==> config.mk <==
export PLATFORM = sky130hd
export DESIGN_NAME = ext_mem_loader
export DESIGN_NICKNAME = d
export VERILOG_FILES = /design/src/rtl/ext_mem_loader_pkg.sv /design/src/rtl/ext_mem_loader_word_counter.sv /design/src/rtl/ext_mem_loader.sv
export SDC_FILE = /design/constraint.sdc
export NUM_CORES = 1
export LEC_CHECK = 0
export BUFFER_PORTS_ARGS = -buffer_cell sky130_fd_sc_hd__buf_2
export CAP_MARGIN = 20
export CORE_AREA = 5 5 153 155
export CTS_CLUSTER_SIZE = 40
export DETAILED_ROUTE_END_ITERATION = 8
export DIE_AREA = 0 0 158 160
export PLACE_DENSITY = 0.69
export SETUP_SLACK_MARGIN = 0.02
export SYNTH_ARGS = -nofsm -noshare
export SYNTH_HDL_FRONTEND = slang
export SYNTH_SLANG_ARGS = --single-unit
==> constraint.sdc <==
create_clock -name clk -period 3.8 [get_ports clk]
set_clock_uncertainty 0.05 [all_clocks]
set_input_delay 0.19 -clock clk [delete_from_list [all_inputs] [get_ports clk]]
set_output_delay 0.19 -clock clk [all_outputs]
set_load 0.05 [all_outputs]
==> src/rtl/ext_mem_loader_pkg.sv <==
// ext_mem_loader_pkg: state encoding, memory word sizes and stream header layout.
package ext_mem_loader_pkg;

  localparam int unsigned IMEM_BYTES_PER_WORD = 4;
  localparam int unsigned DMEM_BYTES_PER_WORD = 8;
  localparam int unsigned NI_LSB              = 0;
  localparam int unsigned ND_LSB              = 32;
  localparam int unsigned CNT_W               = 32;

  typedef enum logic [2:0] {
    ST_IDLE   = 3'd0,
    ST_HDR    = 3'd1,
    ST_LOAD_I = 3'd2,
    ST_LOAD_D = 3'd3,
    ST_VERIFY = 3'd4,
    ST_RUN    = 3'd5,
    ST_ERR    = 3'd6
  } state_e;

  // First beat of a frame: word counts for instruction and data memory.
  typedef struct packed {
    logic [CNT_W-1:0] n_d;
    logic [CNT_W-1:0] n_i;
  } hdr_t;

  // Pull the two count fields out of a header beat.
  function automatic hdr_t unpack_hdr(input logic [63:0] beat);
    hdr_t h;
    h.n_i = beat[NI_LSB +: CNT_W];
    h.n_d = beat[ND_LSB +: CNT_W];
    return h;
  endfunction

  // States in which a load is in progress.
  function automatic logic is_busy(input state_e s);
    return (s == ST_HDR) || (s == ST_LOAD_I) || (s == ST_LOAD_D) || (s == ST_VERIFY);
  endfunction

endpackage

==> src/rtl/ext_mem_loader_word_counter.sv <==
// loader_word_counter: beat index with a loadable limit and a terminal-count flag.
module loader_word_counter #(
  parameter int unsigned CW = 10
) (
  input  logic          clk,
  input  logic          arst_n,
  input  logic          clr,
  input  logic          load,
  input  logic [CW-1:0] limit_in,
  input  logic          inc,
  output logic [CW-1:0] cnt,
  output logic [CW-1:0] limit,
  output logic          last_c
);

  logic [CW-1:0] cnt_d, cnt_q;
  logic [CW-1:0] limit_d, limit_q;

  // Load restarts with a new limit, clear empties both, inc steps one word.
  always_comb begin
    cnt_d   = cnt_q;
    limit_d = limit_q;
    if (load) begin
      cnt_d   = '0;
      limit_d = limit_in;
    end else if (clr) begin
      cnt_d   = '0;
      limit_d = '0;
    end else if (inc) begin
      cnt_d = cnt_q + CW'(1);
    end
  end

  // Counter state registers.
  always_ff @(posedge clk or negedge arst_n) begin
    if (!arst_n) begin
      cnt_q   <= '0;
      limit_q <= '0;
    end else begin
      cnt_q   <= cnt_d;
      limit_q <= limit_d;
    end
  end

  assign cnt    = cnt_q;
  assign limit  = limit_q;
  assign last_c = (limit_q != '0) && (cnt_q == CW'(limit_q - CW'(1)));

endmodule

==> src/rtl/ext_mem_loader.sv <==
// ext_mem_loader: streams a framed image into imem then dmem and releases the CPU.
// Optional read-back checksum verify pass: define EXT_MEM_LOADER_VERIFY_EN.
module ext_mem_loader
  import ext_mem_loader_pkg::*;
#(
  parameter int unsigned IMEM_WORDS = 512,
  parameter int unsigned DMEM_WORDS = 1024
) (
  input  logic        clk,
  input  logic        arst_n,
  input  logic        start,
  input  logic        halt,
  input  logic        s_valid,
  output logic        s_ready,
  input  logic [63:0] s_data,
  input  logic        s_last,
  output logic [63:0] imem_addr_ext,
  output logic        imem_wen_ext,
  output logic        imem_ren_ext,
  output logic [31:0] imem_wdata_ext,
  input  logic [31:0] imem_rdata_ext,
  output logic [63:0] dmem_addr_ext,
  output logic        dmem_wen_ext,
  output logic        dmem_ren_ext,
  output logic [63:0] dmem_wdata_ext,
  input  logic [63:0] dmem_rdata_ext,
  output logic        cpu_enable,
  output logic        busy,
  output logic        error
);

  localparam int unsigned IW = $clog2(IMEM_WORDS) + 1;
  localparam int unsigned DW = $clog2(DMEM_WORDS) + 1;
`ifdef EXT_MEM_LOADER_VERIFY_EN
  localparam int unsigned VW = ((IW > DW) ? IW : DW) + 1;
  localparam state_e LOAD_EXIT = ST_VERIFY;
`else
  localparam state_e LOAD_EXIT = ST_RUN;
`endif

  state_e        state_d, state_q;
  logic          s_ready_d, s_ready_q;
  logic          busy_d, busy_q;
  logic          error_d, error_q;
  logic          cpu_enable_d, cpu_enable_q;
  logic          imem_wen_d, imem_wen_q;
  logic [63:0]   imem_addr_d, imem_addr_q;
  logic [31:0]   imem_wdata_d, imem_wdata_q;
  logic          dmem_wen_d, dmem_wen_q;
  logic [63:0]   dmem_addr_d, dmem_addr_q;
  logic [63:0]   dmem_wdata_d, dmem_wdata_q;

  logic          i_clr, i_load, i_inc, i_last;
  logic          d_clr, d_load, d_inc, d_last;
  logic [IW-1:0] i_cnt, i_lim;
  logic [DW-1:0] d_cnt, d_lim;
  logic          i_empty, d_empty;
  logic          accept, write_i, write_d;
  hdr_t          hdr;

`ifdef EXT_MEM_LOADER_VERIFY_EN
  logic          imem_ren_d, imem_ren_q;
  logic          dmem_ren_d, dmem_ren_q;
  logic [63:0]   sum_w_d, sum_w_q;
  logic [63:0]   sum_r_d, sum_r_q;
  logic [VW-1:0] vcnt_d, vcnt_q;
  logic [VW-1:0] v_total;
  assign v_total = VW'(i_lim) + VW'(d_lim);
`endif

  assign hdr     = unpack_hdr(s_data);
  assign accept  = s_valid && s_ready_q && !halt;
  assign i_empty = (i_lim == '0);
  assign d_empty = (d_lim == '0);

  loader_word_counter #(.CW(IW)) u_icnt (
    .clk(clk), .arst_n(arst_n), .clr(i_clr), .load(i_load),
    .limit_in(IW'(hdr.n_i)), .inc(i_inc), .cnt(i_cnt), .limit(i_lim), .last_c(i_last)
  );

  loader_word_counter #(.CW(DW)) u_dcnt (
    .clk(clk), .arst_n(arst_n), .clr(d_clr), .load(d_load),
    .limit_in(DW'(hdr.n_d)), .inc(d_inc), .cnt(d_cnt), .limit(d_lim), .last_c(d_last)
  );

  // Frame sequencing, s_last checking and write/read strobe generation.
  always_comb begin
    state_d      = state_q;
    error_d      = error_q;
    imem_wen_d   = 1'b0;
    imem_addr_d  = imem_addr_q;
    imem_wdata_d = imem_wdata_q;
    dmem_wen_d   = 1'b0;
    dmem_addr_d  = dmem_addr_q;
    dmem_wdata_d = dmem_wdata_q;
    i_clr = 1'b0; i_load = 1'b0; i_inc = 1'b0;
    d_clr = 1'b0; d_load = 1'b0; d_inc = 1'b0;
    write_i = 1'b0;
    write_d = 1'b0;
`ifdef EXT_MEM_LOADER_VERIFY_EN
    imem_ren_d = 1'b0;
    dmem_ren_d = 1'b0;
    sum_w_d    = sum_w_q;
    vcnt_d     = vcnt_q;
    sum_r_d    = sum_r_q;
    if (imem_ren_q)      sum_r_d = sum_r_q + 64'(imem_rdata_ext);
    else if (dmem_ren_q) sum_r_d = sum_r_q + dmem_rdata_ext;
`endif

    if (halt) begin
      state_d = ST_IDLE;
    end else begin
      unique case (state_q)
        ST_IDLE, ST_RUN, ST_ERR: begin
          if (start) begin
            state_d = ST_HDR;
            error_d = 1'b0;
            i_clr   = 1'b1;
            d_clr   = 1'b1;
`ifdef EXT_MEM_LOADER_VERIFY_EN
            sum_w_d = '0;
            sum_r_d = '0;
            vcnt_d  = '0;
`endif
          end
        end
        ST_HDR: begin
          if (accept) begin
            i_load = 1'b1;
            d_load = 1'b1;
            if ((hdr.n_i > CNT_W'(IMEM_WORDS)) || (hdr.n_d > CNT_W'(DMEM_WORDS)))
              state_d = ST_ERR;
            else if ((hdr.n_i == '0) && (hdr.n_d == '0))
              state_d = s_last ? LOAD_EXIT : ST_ERR;
            else if (s_last)
              state_d = ST_ERR;
            else
              state_d = (hdr.n_i != '0) ? ST_LOAD_I : ST_LOAD_D;
          end
        end
        ST_LOAD_I: begin
          if (accept) begin
            if (s_last != (i_last && d_empty)) begin
              state_d = ST_ERR;
            end else begin
              write_i = 1'b1;
              i_inc   = 1'b1;
              if (i_last) state_d = d_empty ? LOAD_EXIT : ST_LOAD_D;
            end
          end
        end
        ST_LOAD_D: begin
          if (accept) begin
            if (s_last != d_last) begin
              state_d = ST_ERR;
            end else begin
              write_d = 1'b1;
              d_inc   = 1'b1;
              if (d_last) state_d = LOAD_EXIT;
            end
          end
        end
`ifdef EXT_MEM_LOADER_VERIFY_EN
        ST_VERIFY: begin
          vcnt_d = vcnt_q + VW'(1);
          if (vcnt_q < v_total) begin
            if (vcnt_q < VW'(i_lim)) begin
              imem_ren_d  = 1'b1;
              imem_addr_d = 64'(vcnt_q) * 64'(IMEM_BYTES_PER_WORD);
            end else begin
              dmem_ren_d  = 1'b1;
              dmem_addr_d = 64'(VW'(vcnt_q - VW'(i_lim))) * 64'(DMEM_BYTES_PER_WORD);
            end
          end
          if (vcnt_q == v_total) state_d = (sum_r_d == sum_w_q) ? ST_RUN : ST_ERR;
        end
`endif
        default: state_d = ST_IDLE;
      endcase
    end

    if (write_i) begin
      imem_wen_d   = 1'b1;
      imem_addr_d  = 64'(i_cnt) * 64'(IMEM_BYTES_PER_WORD);
      imem_wdata_d = s_data[31:0];
`ifdef EXT_MEM_LOADER_VERIFY_EN
      sum_w_d = sum_w_q + 64'(s_data[31:0]);
`endif
    end
    if (write_d) begin
      dmem_wen_d   = 1'b1;
      dmem_addr_d  = 64'(d_cnt) * 64'(DMEM_BYTES_PER_WORD);
      dmem_wdata_d = s_data;
`ifdef EXT_MEM_LOADER_VERIFY_EN
      sum_w_d = sum_w_q + s_data;
`endif
    end

    if (state_d == ST_ERR) error_d = 1'b1;
    s_ready_d    = (state_d == ST_HDR) || (state_d == ST_LOAD_I) || (state_d == ST_LOAD_D);
    busy_d       = is_busy(state_d);
    cpu_enable_d = (state_q == ST_RUN) && (state_d == ST_RUN);
  end

  // State and registered outputs.
  always_ff @(posedge clk or negedge arst_n) begin
    if (!arst_n) begin
      state_q      <= ST_IDLE;
      s_ready_q    <= 1'b0;
      busy_q       <= 1'b0;
      error_q      <= 1'b0;
      cpu_enable_q <= 1'b0;
      imem_wen_q   <= 1'b0;
      imem_addr_q  <= '0;
      imem_wdata_q <= '0;
      dmem_wen_q   <= 1'b0;
      dmem_addr_q  <= '0;
      dmem_wdata_q <= '0;
`ifdef EXT_MEM_LOADER_VERIFY_EN
      imem_ren_q   <= 1'b0;
      dmem_ren_q   <= 1'b0;
      sum_w_q      <= '0;
      sum_r_q      <= '0;
      vcnt_q       <= '0;
`endif
    end else begin
      state_q      <= state_d;
      s_ready_q    <= s_ready_d;
      busy_q       <= busy_d;
      error_q      <= error_d;
      cpu_enable_q <= cpu_enable_d;
      imem_wen_q   <= imem_wen_d;
      imem_addr_q  <= imem_addr_d;
      imem_wdata_q <= imem_wdata_d;
      dmem_wen_q   <= dmem_wen_d;
      dmem_addr_q  <= dmem_addr_d;
      dmem_wdata_q <= dmem_wdata_d;
`ifdef EXT_MEM_LOADER_VERIFY_EN
      imem_ren_q   <= imem_ren_d;
      dmem_ren_q   <= dmem_ren_d;
      sum_w_q      <= sum_w_d;
      sum_r_q      <= sum_r_d;
      vcnt_q       <= vcnt_d;
`endif
    end
  end

  assign s_ready        = s_ready_q;
  assign busy           = busy_q;
  assign error          = error_q;
  assign cpu_enable     = cpu_enable_q;
  assign imem_wen_ext   = imem_wen_q;
  assign imem_addr_ext  = imem_addr_q;
  assign imem_wdata_ext = imem_wdata_q;
  assign dmem_wen_ext   = dmem_wen_q;
  assign dmem_addr_ext  = dmem_addr_q;
  assign dmem_wdata_ext = dmem_wdata_q;

`ifdef EXT_MEM_LOADER_VERIFY_EN
  assign imem_ren_ext = imem_ren_q;
  assign dmem_ren_ext = dmem_ren_q;
`else
  // Read-back path is not built; read data is intentionally ignored.
  logic unused_rdata;
  assign unused_rdata = ^{imem_rdata_ext, dmem_rdata_ext};
  assign imem_ren_ext = 1'b0;
  assign dmem_ren_ext = 1'b0;
`endif

endmodule

==> Word-level counts from Yosys, hierarchy flattened <==
Cells that the tools add are included.
{ "totals": {"ram_bits": 0, "mem_bits_ro": 0, "output_inout_bits": 232, "in_bits": 166, "n_memories": 0, "latch_bits": 0, "regBits": 168} }
{ "classes": {"eq_ne": 16, "n_lt_le_gt_ge": 2, "mul": 0, "mux": 46, "div": 0, "shifts": 0, "n_reduce_logical": 26, "addsub": 4, "bitwise_logic": 0} }
{ "ops": {"columns": ["cell", "n"], "rows": [
  ["$logic_not 32->1", 2],
  ["$mux 11", 5],
  ["$mux 10", 5],
  ["$mux 3", 13],
  ["$gt 32x10->1 const B", 1],
  ["$gt 32x11->1 const B", 1],
  ["$reduce_bool 32->1", 1],
  ["$mux 1", 21],
  ["$eq 3x3->1 const B", 5],
  ["$eq 3x2->1 const B", 4],
  ["$pmux 3 s4", 1],
  ["$add 11x1->11 const B", 1],
  ["$eq 11x11->1", 1],
  ["$logic_not 11->1", 1],
  ["$reduce_bool 11->1", 1],
  ["$sub 11x1->11 const B", 1],
  ["$add 10x1->10 const B", 1],
  ["$eq 10x10->1", 1],
  ["$reduce_bool 10->1", 1],
  ["$sub 10x1->10 const B", 1],
  ["$logic_and 1x1->1", 7],
  ["$eq 3x1->1 const B", 2],
  ["$reduce_bool 2->1", 3],
  ["$reduce_bool 3->1", 2],
  ["other kinds (8)", 12]
]} }

==> Depth between registers and ports, before layout <==
{ "depth": {"depth_word": 13, "depth_mapped": 11, "mapped_depth_nobuf": 10} }

==> By module <==
A second synthesis with hierarchy kept.
{ "unflattened": {"cells_unflattened": 717, "area_unflattened_um2": 8451.9} }
{ "modules_own_cells": {"columns": ["mod", "seq_area_each_um2", "cells_each", "instances", "area_each_um2"], "rows": [
  ["ext_mem_loader", 3153.0, 466, 1, 5999.5],
  ["loader_word_counter (u_dcnt)", 550.5, 133, 1, 1271.2],
  ["loader_word_counter (u_icnt)", 500.5, 118, 1, 1181.1]
]} }

==> Worst setup path before layout <==
Ideal clock, no wire load.
{ "synth_path": {"kind": "flip-flop to flip-flop", "from": "reg u_dcnt.limit_q[0], in the netlist u_dcnt.limit[0]", "to": "reg dmem_wdata_q[0], in the netlist dmem_wdata_ext[0]", "arrival_time_ns": 2.902, "path_buffers": 1, "t_required_ns": 3.625, "setup_ns": 0.125, "setup_slack_ns": 0.723, "stages_incl_launch_ff": 11, "path_cell_list": "dfrtp_1 > inv_1 > ha_1 > or3b_2 > or4_1 > a21oi_1 > a311o_2 > a31oi_1 > nor3_4 > buf_4 > mux2_2"} }
{ "synth_between": {"elab_chain_len": 8, "elab_cells_between_ends": 9} }
{ "synth_rtl": {"columns": ["element", "line_no", "source"], "rows": [
  ["start, declared", "ext_mem_loader_word_counter.sv:17", "logic [CW-1:0] limit_d, limit_q;"],
  ["start signal, assigned", "ext_mem_loader_word_counter.sv:41", "limit_q <= limit_d;"],
  ["$sub 11x1->11", "ext_mem_loader_word_counter.sv:47", "assign last_c = (limit_q != '0) && (cnt_q == CW'(limit_q - CW'(1)));"],
  ["$eq 11x11->1", "ext_mem_loader_word_counter.sv:47", null],
  ["$logic_and 1x1->1 *", "ext_mem_loader_word_counter.sv:47", null],
  ["$ne 1x1->1 *", "ext_mem_loader.sv:154", "if (s_last != d_last) begin"],
  ["$mux 1 *", "ext_mem_loader.sv:154", null],
  ["$mux 1 *", "ext_mem_loader.sv:153", "if (accept) begin"],
  ["$mux 1 *", "ext_mem_loader.sv:113", "unique case (state_q)"],
  ["$mux 1 *", "ext_mem_loader.sv:110", "if (halt) begin"],
  ["end signal, assigned", "ext_mem_loader.sv:237", "dmem_wdata_q <= dmem_wdata_d;"],
  ["end, declared", "ext_mem_loader.sv:51", "logic [63:0] dmem_wdata_d, dmem_wdata_q;"]
]} }
Every way passes the cells marked *; elsewhere a longest branch is shown, timed or not.
A chain may end at the register's enable or synchronous reset.

==> Worst setup path in the final report <==
Ends and elaborated chain as after synthesis.

==> flow_metrics.tcl <==
set metrics [dict create \
    status "completed" \
    syn_area_um2 8580 \
    htree_num_levels 4 \
    vias_per_cell 4.93 \
    syn_inst 754 \
    power_mw 6.85 \
    finalNetCount 1185 \
    worstSetupStartpointType "register" \
    drcViolationCount 0 \
    cp.arrival_ns 3.65 \
    crit_chain "inv_1 -> ha_1 -> or3b_2 -> or4_1 -> a21oi_1 -> a311o_2 -> a31oi_1 -> nor3_4 -> buf_12 -> mux2_2" \
    peakVddDrop_mv 0.525 \
    worst_pin_slew_ns 0.754 \
    rsz0062_at_grt "false" \
    synth_area_leader_cell "dfrtp_1" \
    rrSetupSlack_ns 0.41 \
    p_comb_share_pct 38.7 \
    cap_violations 0 \
    root_buffer "clkbuf_16" \
    end_kind "register" \
    place.port_buffers 192 \
    gr-total-overflow 0 \
    synth_seq_cells 168 \
    die-width_um 158 \
    post-cts-setup-buffers 0 \
    finalSetupViolCount 0 \
    grt_pass1_vias 6581 \
    path_delay_family "simple AND/OR/NAND/NOR gates" \
    hp-class "input pin to register" \
    crit_buf_inv 2 \
    slowest_delay_ns 0.46 \
    drtAntennaViolNets 0 \
    cp.depth 10 \
    tritoncts "yes" \
    wl_per_cell_um 17.1 \
    grt_pass1_wl_um 35400 \
    fin_crit_sh_pct 89.1 \
    synth-seq-area-share_pct 49.0 \
    maxSlewHeadroom_pct 49.8 \
    syn_avg_cell_area_um2 11.4 \
    dr.first_iter.drc_count 361 \
    final.fill_count 1866 \
    die_h_um 160 \
    synth_edf_count 0 \
    floorplan.initialDensity_pct 39.5 \
    yosysMostFrequentCell "dfrtp_1" \
    min_period_ns 3.39 \
    num_vias 6434 \
    coreArea_um2 21700 \
    endpoint "dmem_wdata_ext[0]$_DFFE_PN0P_" \
    tns_ns 0 \
    clkSinkCount 168 \
    regToRegStartpoint "u_dcnt.limit[0]$_DFFE_PN0P_" \
    synth_top_area_share_pct 49.0 \
    reg2regPathDepth 10 \
    cts_buffers 17 \
    p_sw_mw 2.92 \
    crit_slowest_cell "nor3_4" \
    fin_cells 1306 \
    leakage_nw 5.61 \
    sequentialPowerShare_pct 34.2 \
    regToRegEndpoint "dmem_wdata_ext[0]$_DFFE_PN0P_" \
    drive_gt1_share_pct 36.4 \
    clk_path_buf_depth 2 \
    synthTopCellsByArea "dfrtp_1, mux2_2, buf_4, a22o_1, xor2_1" \
    yosysUniqueCellTypes 56 \
    slew_violations 0 \
    ys.flop_type "dfrtp_1" \
    dr.pass1.iters 4 \
    placementRows 54 \
    synthTopCellsByCount "dfrtp_1, buf_4, mux2_2" \
    yosys_warnings 0 \
    syn2layout_area_growth_pct 25.4 \
    multi_input_area_um2 3750 \
    dieArea_um2 25300 \
    clk_pin_slew_ns 0.07 \
    max_freq_mhz 295 \
    power_density_nw_per_um2 637 \
    totalWireLength_um 22300 \
    diodes 0 \
    sw_frac_of_total_pct 42.5 \
    gp_congestion 0.860 \
    critPathLaunch "u_dcnt.limit[0]$_DFFE_PN0P_" \
    io-pin-count 398 \
    crit_fanout 27 \
    clockPowerShare_pct 27.1 \
    synthArstFlopShare_pct 100 \
    dp.cells 1212 \
    track_usage_pct 17.5 \
    grt_max_degree 72 \
    hold_viol 0 \
    antenna_found_initial 0 \
    dp_hpwl_um 15800 \
    final_util_pct 49.6 \
    whs_ns 0.0369 \
    internal_power_mw 3.94 \
    worstSetupPathType "register to register" \
    regArea_um2 4200 \
    required_ns 4.06 \
    clkLatencyLatePin_ns 0.42 \
]
## worst min-delay path by stage
stage	start	to	slack, ns	depth (start not counted)
4_1_cts	s_data[7]	u_icnt.limit[7]$_DFFE_PN0P_	0.02	2
2_1_floorplan	arst_n	busy$_DFF_PN0_	-0.16	0
5_1_grt	s_data[7]	u_icnt.limit[7]$_DFFE_PN0P_	0.03	2
3_5_place_dp	arst_n	dmem_wdata_ext[9]$_DFFE_PN0P_	0.20	1
3_3_place_gp	arst_n	dmem_wdata_ext[9]$_DFFE_PN0P_	0.20	1
6_report	s_data[7]	u_icnt.limit[7]$_DFFE_PN0P_	0.04	2
## final cells by class
class,count,share of cell area [%]
clock inverters,15,1.95
multi-input cells,537,34.9
well taps,280,3.26
clock buffers,17,3.96
repair buffers,270,16.2
flip-flops and latches,168,39.1
inverters,19,0.663
## sequential cells by signal, summed over array words and instances (netlist names)
name and count:
busy 1, cpu_enable 1, dmem_addr_ext 11, dmem_wdata_ext 64, dmem_wen_ext 1, error 1, imem_addr_ext 10, imem_wdata_ext 32
imem_wen_ext 1, s_ready 1, state_q 3, u_dcnt.cnt 11, u_dcnt.limit 11, u_icnt.cnt 10, u_icnt.limit 10
## kinds of logic (layout without fill, tap and decap cells)
kind of cell    count (synthesis)  in the layout  share of synthesized area [%]
simple gates                  175            175                           11.5
flops                         168            168                           49.0
buf+inv                       157            321                           12.1
mux                           122            122                           15.9
compound gates                 98             98                           7.75
xor+xnor                       27             27                           2.76
fa+ha+maj                       6              6                          0.875
other cells                     1            109                         0.0437
## per-layer routing
metal / routed length [µm] / GRT usage, % / up-vias / part of all wire (%)
met5: 0 / 0 / - / 0
li1: - / - / 3000 / -
met2: 10200 / 26.8 / 280 / 46
met3: 2270 / 6.60 / 32 / 10
met1: 9400 / 23.2 / 3122 / 42
met4: 456 / 5.27 / 0 / 2.0
## what timing repair did
action / in CTS / in global routing
hold endpoints to repair: 170 / 0
resized for setup: 0 / 0
hold buffers: 62 / 0
## per-stage QoR
stage                     cell area [µm²]  setup WS (ns)
after floorplan                      8980          0.723
after global placement               9500          0.497
after detailed placement             9500          0.424
after CTS                           10800          0.400
after global routing                10800          0.105
final                               10800          0.412
## cell usage in the layout, fill, tap and decap left out, drive strengths merged, types with 3 or more instances in the layout
cell / count
a31oi: 4
nand4: 12
o31ai: 4
nor2b: 7
clkbuf: 17
clkinv: 3
o21ai: 24
a22o: 15
xnor2: 13
bufinv: 3
a21oi: 20
a31o: 7
or2: 4
a211oi: 5
dlygate4sd3: 62
nand2b: 8
and3: 7
and2: 5
nand3: 11
nor3: 15
buf: 208
or4: 5
nand2: 32
nor4b: 4
ha: 6
nor4bb: 3
xor2: 14
or3: 7
nor4: 19
dfrtp: 168
mux2: 116
nor2: 26
o211ai: 4
nor3b: 4
mux2i: 6
conb: 109
inv: 26
## power by group through the flow
stage / logic, mW / clock network, mW / registers [mW]
detailed placement: 2.60 / 0 / 2.37
global route: 2.83 / 1.97 / 2.39
finish: 2.65 / 1.86 / 2.34
global placement: 2.58 / 0 / 2.35
floorplan: 1.14 / 0 / 3.27
CTS: 2.66 / 1.90 / 2.34
## worst reg2reg max path, cell delays in order (launching register included)
cell,delay (ns)
dfrtp_1,0.44
inv_1,0.13
ha_1,0.18
or3b_2,0.45
or4_1,0.41
a21oi_1,0.17
a311o_2,0.18
a31oi_1,0.17
nor3_4,0.46
buf_12,0.26
mux2_2,0.38
Note: power is estimated with default switching activity, not from simulation.
